--- config.mk ---
export PLATFORM = sky130hd
export DESIGN_NAME = game_flow_ctrl
export DESIGN_NICKNAME = d
export VERILOG_FILES = /design/src/rtl/game_pkg.sv /design/src/rtl/button_edge.sv /design/src/rtl/game_flow_ctrl.sv
export SDC_FILE = /design/constraint.sdc
export NUM_CORES = 1
export LEC_CHECK = 0
export CAP_MARGIN = 10
export CORE_ASPECT_RATIO = 1.75
export CORE_MARGIN = 3
export CORE_UTILIZATION = 49
export CTS_CLUSTER_DIAMETER = 60
export DETAILED_ROUTE_END_ITERATION = 6
export GPL_TIMING_DRIVEN = 1
export PLACE_DENSITY = 0.8
export SYNTH_ARGS = -nofsm -noshare
export SYNTH_HDL_FRONTEND = slang
export SYNTH_SLANG_ARGS = --single-unit
--- constraint.sdc ---
create_clock -name vsync -period 3.5 [get_ports vsync]
set_clock_uncertainty 0.15 [all_clocks]
set_input_delay 1.05 -clock vsync [delete_from_list [all_inputs] [get_ports vsync]]
set_output_delay 1.05 -clock vsync [all_outputs]
set_load 0.02 [all_outputs]
--- src/rtl/game_pkg.sv ---
// Shared game-flow definitions: state encoding, letter constants, button indices.
package game_pkg;

   typedef enum logic [2:0] {
      WELCOME = 3'd0,
      START   = 3'd1,
      PLAY    = 3'd2,
      PAUSE   = 3'd3,
      FINISH  = 3'd4
   } game_state_e;

   localparam logic [7:0] ASCII_A = 8'h41;
   localparam logic [7:0] ASCII_Z = 8'h5A;

   // Bit positions of the player buttons on the edge-detector bus.
   localparam int unsigned NUM_BTN   = 7;
   localparam int unsigned BTN_LEFT  = 0;
   localparam int unsigned BTN_RIGHT = 1;
   localparam int unsigned BTN_UP    = 2;
   localparam int unsigned BTN_DOWN  = 3;
   localparam int unsigned BTN_CHOP  = 4;
   localparam int unsigned BTN_CARRY = 5;
   localparam int unsigned BTN_PAUSE = 6;

   // Previous letter, 'A' wraps to 'Z'; anything outside A..Z also lands on 'Z'.
   function automatic logic [7:0] letter_prev(input logic [7:0] c);
      if ((c <= ASCII_A) || (c > ASCII_Z)) begin
         return ASCII_Z;
      end
      return c - 8'd1;
   endfunction

   // Next letter, 'Z' wraps to 'A'; anything outside A..Z also lands on 'A'.
   function automatic logic [7:0] letter_next(input logic [7:0] c);
      if ((c >= ASCII_Z) || (c < ASCII_A)) begin
         return ASCII_A;
      end
      return c + 8'd1;
   endfunction

endpackage

--- src/rtl/button_edge.sv ---
// Per-frame rising-edge detector for a bus of button levels.
module button_edge #(
   parameter int unsigned N = 7
) (
   input  logic         vsync,
   input  logic         reset,
   input  logic [N-1:0] level,
   output logic [N-1:0] rise
);

   logic [N-1:0] prev_q;
   logic [N-1:0] prev_d;

   // Next history is simply this frame's sample.
   always_comb begin
      prev_d = level;
   end

   // History updates every frame regardless of game state.
   always_ff @(negedge vsync) begin
      if (reset) begin
         prev_q <= '0;
      end else begin
         prev_q <= prev_d;
      end
   end

   assign rise = level & ~prev_q;

endmodule

--- src/rtl/game_flow_ctrl.sv ---
// Top-level game-flow controller: name entry, start countdown, play/pause, finish lockout
// and session high score. All state advances on the falling edge of vsync.
module game_flow_ctrl
   import game_pkg::*;
#(
   parameter int unsigned NAME_LEN       = 3,
   parameter int unsigned FRAMES_PER_SEC = 60,
   parameter int unsigned START_SECS     = 5,
   parameter int unsigned FINISH_LOCK    = 60,
   parameter int unsigned PAUSE_MODE     = 0
) (
   input  logic                       vsync,
   input  logic                       reset,
   input  logic                       pause,
   input  logic                       left,
   input  logic                       right,
   input  logic                       up,
   input  logic                       down,
   input  logic                       chop,
   input  logic                       carry,
   input  logic [7:0]                 time_left,
   input  logic [9:0]                 point_total,
   output logic [2:0]                 game_state,
   output logic [NAME_LEN*8-1:0]      team_name,
   output logic [$clog2(NAME_LEN):0]  cursor,
   output logic [3:0]                 start_secs_left,
   output logic                       timer_go,
   output logic                       restart_timer,
   output logic [9:0]                 high_score,
   output logic                       new_record
);

   localparam int unsigned CW  = $clog2(NAME_LEN) + 1;
   localparam int unsigned FCW = $clog2(FRAMES_PER_SEC) + 1;
   localparam int unsigned LCW = $clog2(FINISH_LOCK + 1) + 1;

   localparam logic [CW-1:0]  CURSOR_LAST = CW'(NAME_LEN - 1);
   localparam logic [FCW-1:0] FRAME_LAST  = FCW'(FRAMES_PER_SEC - 1);
   localparam logic [LCW-1:0] LOCK_FRAMES = LCW'(FINISH_LOCK);
   localparam logic [3:0]     START_LOAD  = 4'(START_SECS);

   game_state_e             state_q, state_d;
   logic [NAME_LEN*8-1:0]   team_name_q, team_name_d;
   logic [CW-1:0]           cursor_q, cursor_d;
   logic [3:0]              secs_q, secs_d;
   logic                    timer_go_q, timer_go_d;
   logic                    restart_q, restart_d;
   logic [9:0]              high_score_q, high_score_d;
   logic                    new_record_q, new_record_d;
   logic [FCW-1:0]          frame_cnt_q, frame_cnt_d;
   logic [LCW-1:0]          lock_cnt_q, lock_cnt_d;

   logic [NUM_BTN-1:0]      btn_level;
   logic [NUM_BTN-1:0]      btn_rise;
   logic                    pause_req;
   logic                    resume_req;
   logic                    any_nav_rise;
   logic                    enter_start;
   logic                    enter_finish;
   int unsigned             sel_slot;

   assign btn_level[BTN_LEFT]  = left;
   assign btn_level[BTN_RIGHT] = right;
   assign btn_level[BTN_UP]    = up;
   assign btn_level[BTN_DOWN]  = down;
   assign btn_level[BTN_CHOP]  = chop;
   assign btn_level[BTN_CARRY] = carry;
   assign btn_level[BTN_PAUSE] = pause;

   button_edge #(
      .N (NUM_BTN)
   ) u_button_edge (
      .vsync (vsync),
      .reset (reset),
      .level (btn_level),
      .rise  (btn_rise)
   );

   // Pause/resume qualification depends on whether pause is held or toggled.
   always_comb begin
      if (PAUSE_MODE == 1) begin
         pause_req  = btn_rise[BTN_PAUSE];
         resume_req = btn_rise[BTN_PAUSE];
      end else begin
         pause_req  = pause;
         resume_req = ~pause;
      end
      any_nav_rise = btn_rise[BTN_LEFT] | btn_rise[BTN_RIGHT] | btn_rise[BTN_UP] |
                     btn_rise[BTN_DOWN] | btn_rise[BTN_CHOP];
   end

   // Next-state and next-output computation for the whole game flow.
   always_comb begin
      state_d      = state_q;
      team_name_d  = team_name_q;
      cursor_d     = cursor_q;
      secs_d       = secs_q;
      timer_go_d   = timer_go_q;
      restart_d    = restart_q;
      high_score_d = high_score_q;
      new_record_d = new_record_q;
      frame_cnt_d  = frame_cnt_q;
      lock_cnt_d   = lock_cnt_q;
      enter_start  = 1'b0;
      enter_finish = 1'b0;
      // Slot NAME_LEN-1 is the leftmost letter, which is cursor position 0.
      sel_slot     = NAME_LEN - 1 - 32'(cursor_q);

      case (state_q)
         WELCOME: begin
            if (btn_rise[BTN_CHOP]) begin
               enter_start = 1'b1;
            end else if (btn_rise[BTN_UP]) begin
               for (int i = 0; i < int'(NAME_LEN); i++) begin
                  if (i == int'(sel_slot)) begin
                     team_name_d[i*8 +: 8] = letter_prev(team_name_q[i*8 +: 8]);
                  end
               end
            end else if (btn_rise[BTN_DOWN]) begin
               for (int i = 0; i < int'(NAME_LEN); i++) begin
                  if (i == int'(sel_slot)) begin
                     team_name_d[i*8 +: 8] = letter_next(team_name_q[i*8 +: 8]);
                  end
               end
            end else if (btn_rise[BTN_RIGHT]) begin
               if (cursor_q >= CURSOR_LAST) begin
                  enter_start = 1'b1;
               end else begin
                  cursor_d = cursor_q + 1'b1;
               end
            end else if (btn_rise[BTN_LEFT]) begin
               if (cursor_q != '0) begin
                  cursor_d = cursor_q - 1'b1;
               end
            end
         end

         START: begin
            if (frame_cnt_q >= FRAME_LAST) begin
               frame_cnt_d = '0;
               if (secs_q <= 4'd1) begin
                  state_d    = PLAY;
                  secs_d     = 4'd0;
                  restart_d  = 1'b0;
                  timer_go_d = 1'b1;
               end else begin
                  secs_d = secs_q - 4'd1;
               end
            end else begin
               frame_cnt_d = frame_cnt_q + 1'b1;
            end
         end

         PLAY: begin
            if (time_left == 8'd0) begin
               enter_finish = 1'b1;
               timer_go_d   = 1'b0;
            end else if (pause_req) begin
               state_d    = PAUSE;
               timer_go_d = 1'b0;
            end
         end

         PAUSE: begin
            timer_go_d = 1'b0;
            // Forfeit wins over resume when both arrive in one frame.
            if (btn_rise[BTN_CARRY]) begin
               enter_finish = 1'b1;
            end else if (resume_req) begin
               state_d    = PLAY;
               timer_go_d = 1'b1;
            end
         end

         FINISH: begin
            if (lock_cnt_q < LOCK_FRAMES) begin
               lock_cnt_d = lock_cnt_q + 1'b1;
            end else if (any_nav_rise) begin
               state_d      = WELCOME;
               new_record_d = 1'b0;
               restart_d    = 1'b1;
            end
         end

         default: begin
            state_d = WELCOME;
         end
      endcase

      if (enter_start) begin
         state_d     = START;
         cursor_d    = '0;
         restart_d   = 1'b1;
         timer_go_d  = 1'b0;
         secs_d      = START_LOAD;
         frame_cnt_d = '0;
      end

      // Score is latched on the same edge the game ends, whichever way it ends.
      if (enter_finish) begin
         state_d    = FINISH;
         lock_cnt_d = '0;
         if (point_total > high_score_q) begin
            high_score_d = point_total;
            new_record_d = 1'b1;
         end else begin
            new_record_d = 1'b0;
         end
      end
   end

   // Register all state and outputs; reset restores the power-on picture.
   always_ff @(negedge vsync) begin
      if (reset) begin
         state_q      <= WELCOME;
         team_name_q  <= {NAME_LEN{ASCII_A}};
         cursor_q     <= '0;
         secs_q       <= START_LOAD;
         timer_go_q   <= 1'b0;
         restart_q    <= 1'b1;
         high_score_q <= '0;
         new_record_q <= 1'b0;
         frame_cnt_q  <= '0;
         lock_cnt_q   <= '0;
      end else begin
         state_q      <= state_d;
         team_name_q  <= team_name_d;
         cursor_q     <= cursor_d;
         secs_q       <= secs_d;
         timer_go_q   <= timer_go_d;
         restart_q    <= restart_d;
         high_score_q <= high_score_d;
         new_record_q <= new_record_d;
         frame_cnt_q  <= frame_cnt_d;
         lock_cnt_q   <= lock_cnt_d;
      end
   end

   assign game_state      = state_q;
   assign team_name       = team_name_q;
   assign cursor          = cursor_q;
   assign start_secs_left = secs_q;
   assign timer_go        = timer_go_q;
   assign restart_timer   = restart_q;
   assign high_score      = high_score_q;
   assign new_record      = new_record_q;

endmodule

==> summary.txt <==
Status
  – Status: finished with violations
  – Violated checks: setup timing

Clocking
  – Root Driver: clkbuf_16
  – Reg clk slew, reported paths: 0.04 ns
  – Clk_lat worst skew: 0.43 ns
  – H-Tree Depth: 3
  – Num Clock Sinks: 67
  – CTS tree: built
  – CTS Buf Count: 9
  – Hold-fix buffer count after cts: 0
  – Clk buf depth: 2

Die
  – Rows: 43
  – Core area: 8070 um^2
  – Die area: 9590 um^2
  – Die W: 75.3 um
  – Die Span Y: 127 um
  – Initial Util: 0.510
  – Io pins: 74

STA
  – Unrepaired setup endpoints after global routing: true
  – Setup TNS Final: -45.64 ns
  – Final setup viols: 108
  – Final Hold Fails: 0
  – Slew headroom: 0.465
  – Final setup margin: -0.749 ns
  – Fin. max-slew vios: 0
  – Worst-Margin Slew: 0.801 ns

Logic synthesis
  – Yosys cell types: 70
  – Synth Register Bits: 67
  – Cells after synthesis: 495
  – Ys Warns: 0
  – Ys async rst share: 0
  – Post-Syn Area: 4120 um^2
  – Synth Flop Type: dfxtp_1
  – Post-Syn Nets: 550
  – Post-synth EDFFs: 0
  – Register area share after synthesis: 0.326
  – Syn_area_per_cell: 8.32 um^2

Routing
  – Antenna viol nets, final: 0
  – Routed len/inst: 22.5 um
  – DRC errors left: 0
  – 1st-pass router iterations: 7
  – Via density: 6.50
  – Vias: 5465
  – DRT iter0 DRCs: 530
  – WL final: 18900 um

GRT
  – Total GRT Usage: 0.345
  – Global-route wire length before repair: 25600 um
  – Vias in the first global route: 5643
  – Largest net degree at the start of global routing: 24
  – Initial antenna violation count: 2
  – GRT Residual Overflow: 0

Pwr
  – Leak pwr: 0.00325 uW
  – Design Power: 3050 uW
  – PD cells: 417 nW/um^2
  – VDD IR max: 0.354 mV

Cells and area
  – Most frequent cells in the layout: inv_1, buf_4, buf_6
  – Area of the multi-input gates: 3250 um^2
  – Final nets: 802
  – # fillers: 333
  – Synthesis-to-finish area growth: 77.6%
  – Commonest non-fill, non-tap cell in the layout: inv_1
  – Antenna diode count: 0
  – Layout cells sized above 1: 0.490
  – Final Util: 0.906
  – FF+latch area: 1400 um^2

Hold path
  – Worst hold-check path type: flip-flop to flip-flop
  – Source of the worst hold timing path: lock_cnt_q[5]$_SDFFE_NP0P_
  – WHS Endpoint: lock_cnt_q[5]$_SDFFE_NP0P_
  – WHS Path Cells: 2

Worst setup path
  – Worst-path fanout max: 6
  – CP Launch Type: primary input
  – Worst Path Required: 1.92 ns
  – WS Path Type: primary input to flip-flop
  – Crit Reg-Reg Endpoint: team_name[2]$_SDFFE_NP0P_
  – CP Capture Type: flip-flop
  – Crit path DAT: 2.67 ns
  – R2r setup slk: 0.67 ns
  – Worst r2r src: team_name[1]$_SDFFE_NP0P_
  – FF-to-FF path depth: 9

Place
  – Final HPWL DP: 9720 um
  – IO buf count: 73
  – GPL Wtd Cong: 0.931

Job
  – Max-cap viol count: 0
[cells in the mapped netlist (6+ instances only)]
cell,number,share of area
a211o_1,6,0.013
a211oi_1,7,0.013
a21oi_1,26,0.032
a31oi_1,9,0.014
and3_1,8,0.012
buf_2,6,0.0073
clkbuf_1,17,0.015
dfxtp_1,67,0.33
ha_1,27,0.082
inv_1,27,0.025
mux2i_1,14,0.034
nand2_1,49,0.045
nand2b_1,7,0.011
nand3_1,17,0.021
nand4_1,7,0.011
nor2_1,21,0.019
nor2b_1,19,0.029
nor3_1,21,0.026
nor3b_1,7,0.013
nor4_1,6,0.0091
o21ai_0,18,0.022
or3_1,8,0.012
xnor2_1,10,0.021
xor2_1,6,0.013
[kinds of logic (layout without fill, tap and decap cells)]
family          count (synthesis)  in the layout  share of synthesized area
compound gates                119            119                      0.208
xor+xnor                       16             16                     0.0340
fa+ha+maj                      28             28                     0.0869
buf+inv                        54            310                     0.0532
flops                          67             67                      0.326
mux                            14             14                     0.0340
simple gates                  197            197                      0.258
[report_power, final]
group | internal (uW) | switching [uW] | total, uW
registers | 804 | 29.5 | 833
logic | 415 | 520 | 936
clock network | 652 | 631 | 1280
total | 1870 | 1180 | 3050
[area by class of cell]
type                       count  share of cell area
clock buffer                   9              0.0308
clock inverter                73              0.0431
inverter                      27              0.0140
multi-input combinational    374               0.445
sequential                    67               0.192
tap                           90              0.0154
timing repair buffer         201               0.260
[metrics by stage]
step	std cells	setup slack [ns]	area (um^2)	hold WS, ns
after global routing	841	-0.835	7310	0.369
after CTS	826	-0.677	6960	0.351
after detailed placement	724	-1.57	5710	0.337
after floorplan	495	-0.980	4290	0.303
final	841	-0.749	7310	0.359
after global placement	724	-1.51	5710	0.314
[layer usage]
metal | vias up | track usage | share of wire
met5 | - | 0 | 0.0011
met4 | 2 | 0.269 | 0.088
met3 | 151 | 0.139 | 0.094
met2 | 416 | 0.586 | 0.51
met1 | 2575 | 0.306 | 0.31
li1 | 2321 | - | -
[registers in the layout, summed over array words and instances (netlist names)]
signal and flops:
cursor 3, team_name 24, new_record 1, u_button_edge.prev_q 6, restart_timer 1, start_secs_left 4
high_score 10, frame_cnt_q 7, lock_cnt_q 7, game_state 3, timer_go 1
[worst max path at each step]
stage | startpoint | endpoint | slack [ns] | depth (start not counted)
after global routing | carry | high_score[1]$_SDFFE_NP0P_ | -0.83 | 7
after floorplan | up | team_name[5]$_SDFFE_NP0P_ | -0.98 | 6
final | carry | high_score[1]$_SDFFE_NP0P_ | -0.75 | 7
after CTS | point_total[5] | high_score[1]$_SDFFE_NP0P_ | -0.68 | 8
after detailed placement | up | team_name[20]$_SDFFE_NP0P_ | -1.57 | 6
after global placement | up | team_name[20]$_SDFFE_NP0P_ | -1.51 | 6
[critical path, cell delays in order]
cell             delay, ns
clkdlybuf4s15_2       0.18
nand2b_1              0.10
or2_2                 0.30
a211o_1               0.32
a221oi_2              0.23
buf_4                 0.23
mux2i_2               0.24
[what timing repair did]
item	in CTS	in global routing
endpoints found under the setup margin	114	108
hold endpoints to repair	0	0
gates cloned	2	0
buffers inserted	23	20
pin swaps	79	36
resized for setup	533	62
(Power assumes the default switching activity.)
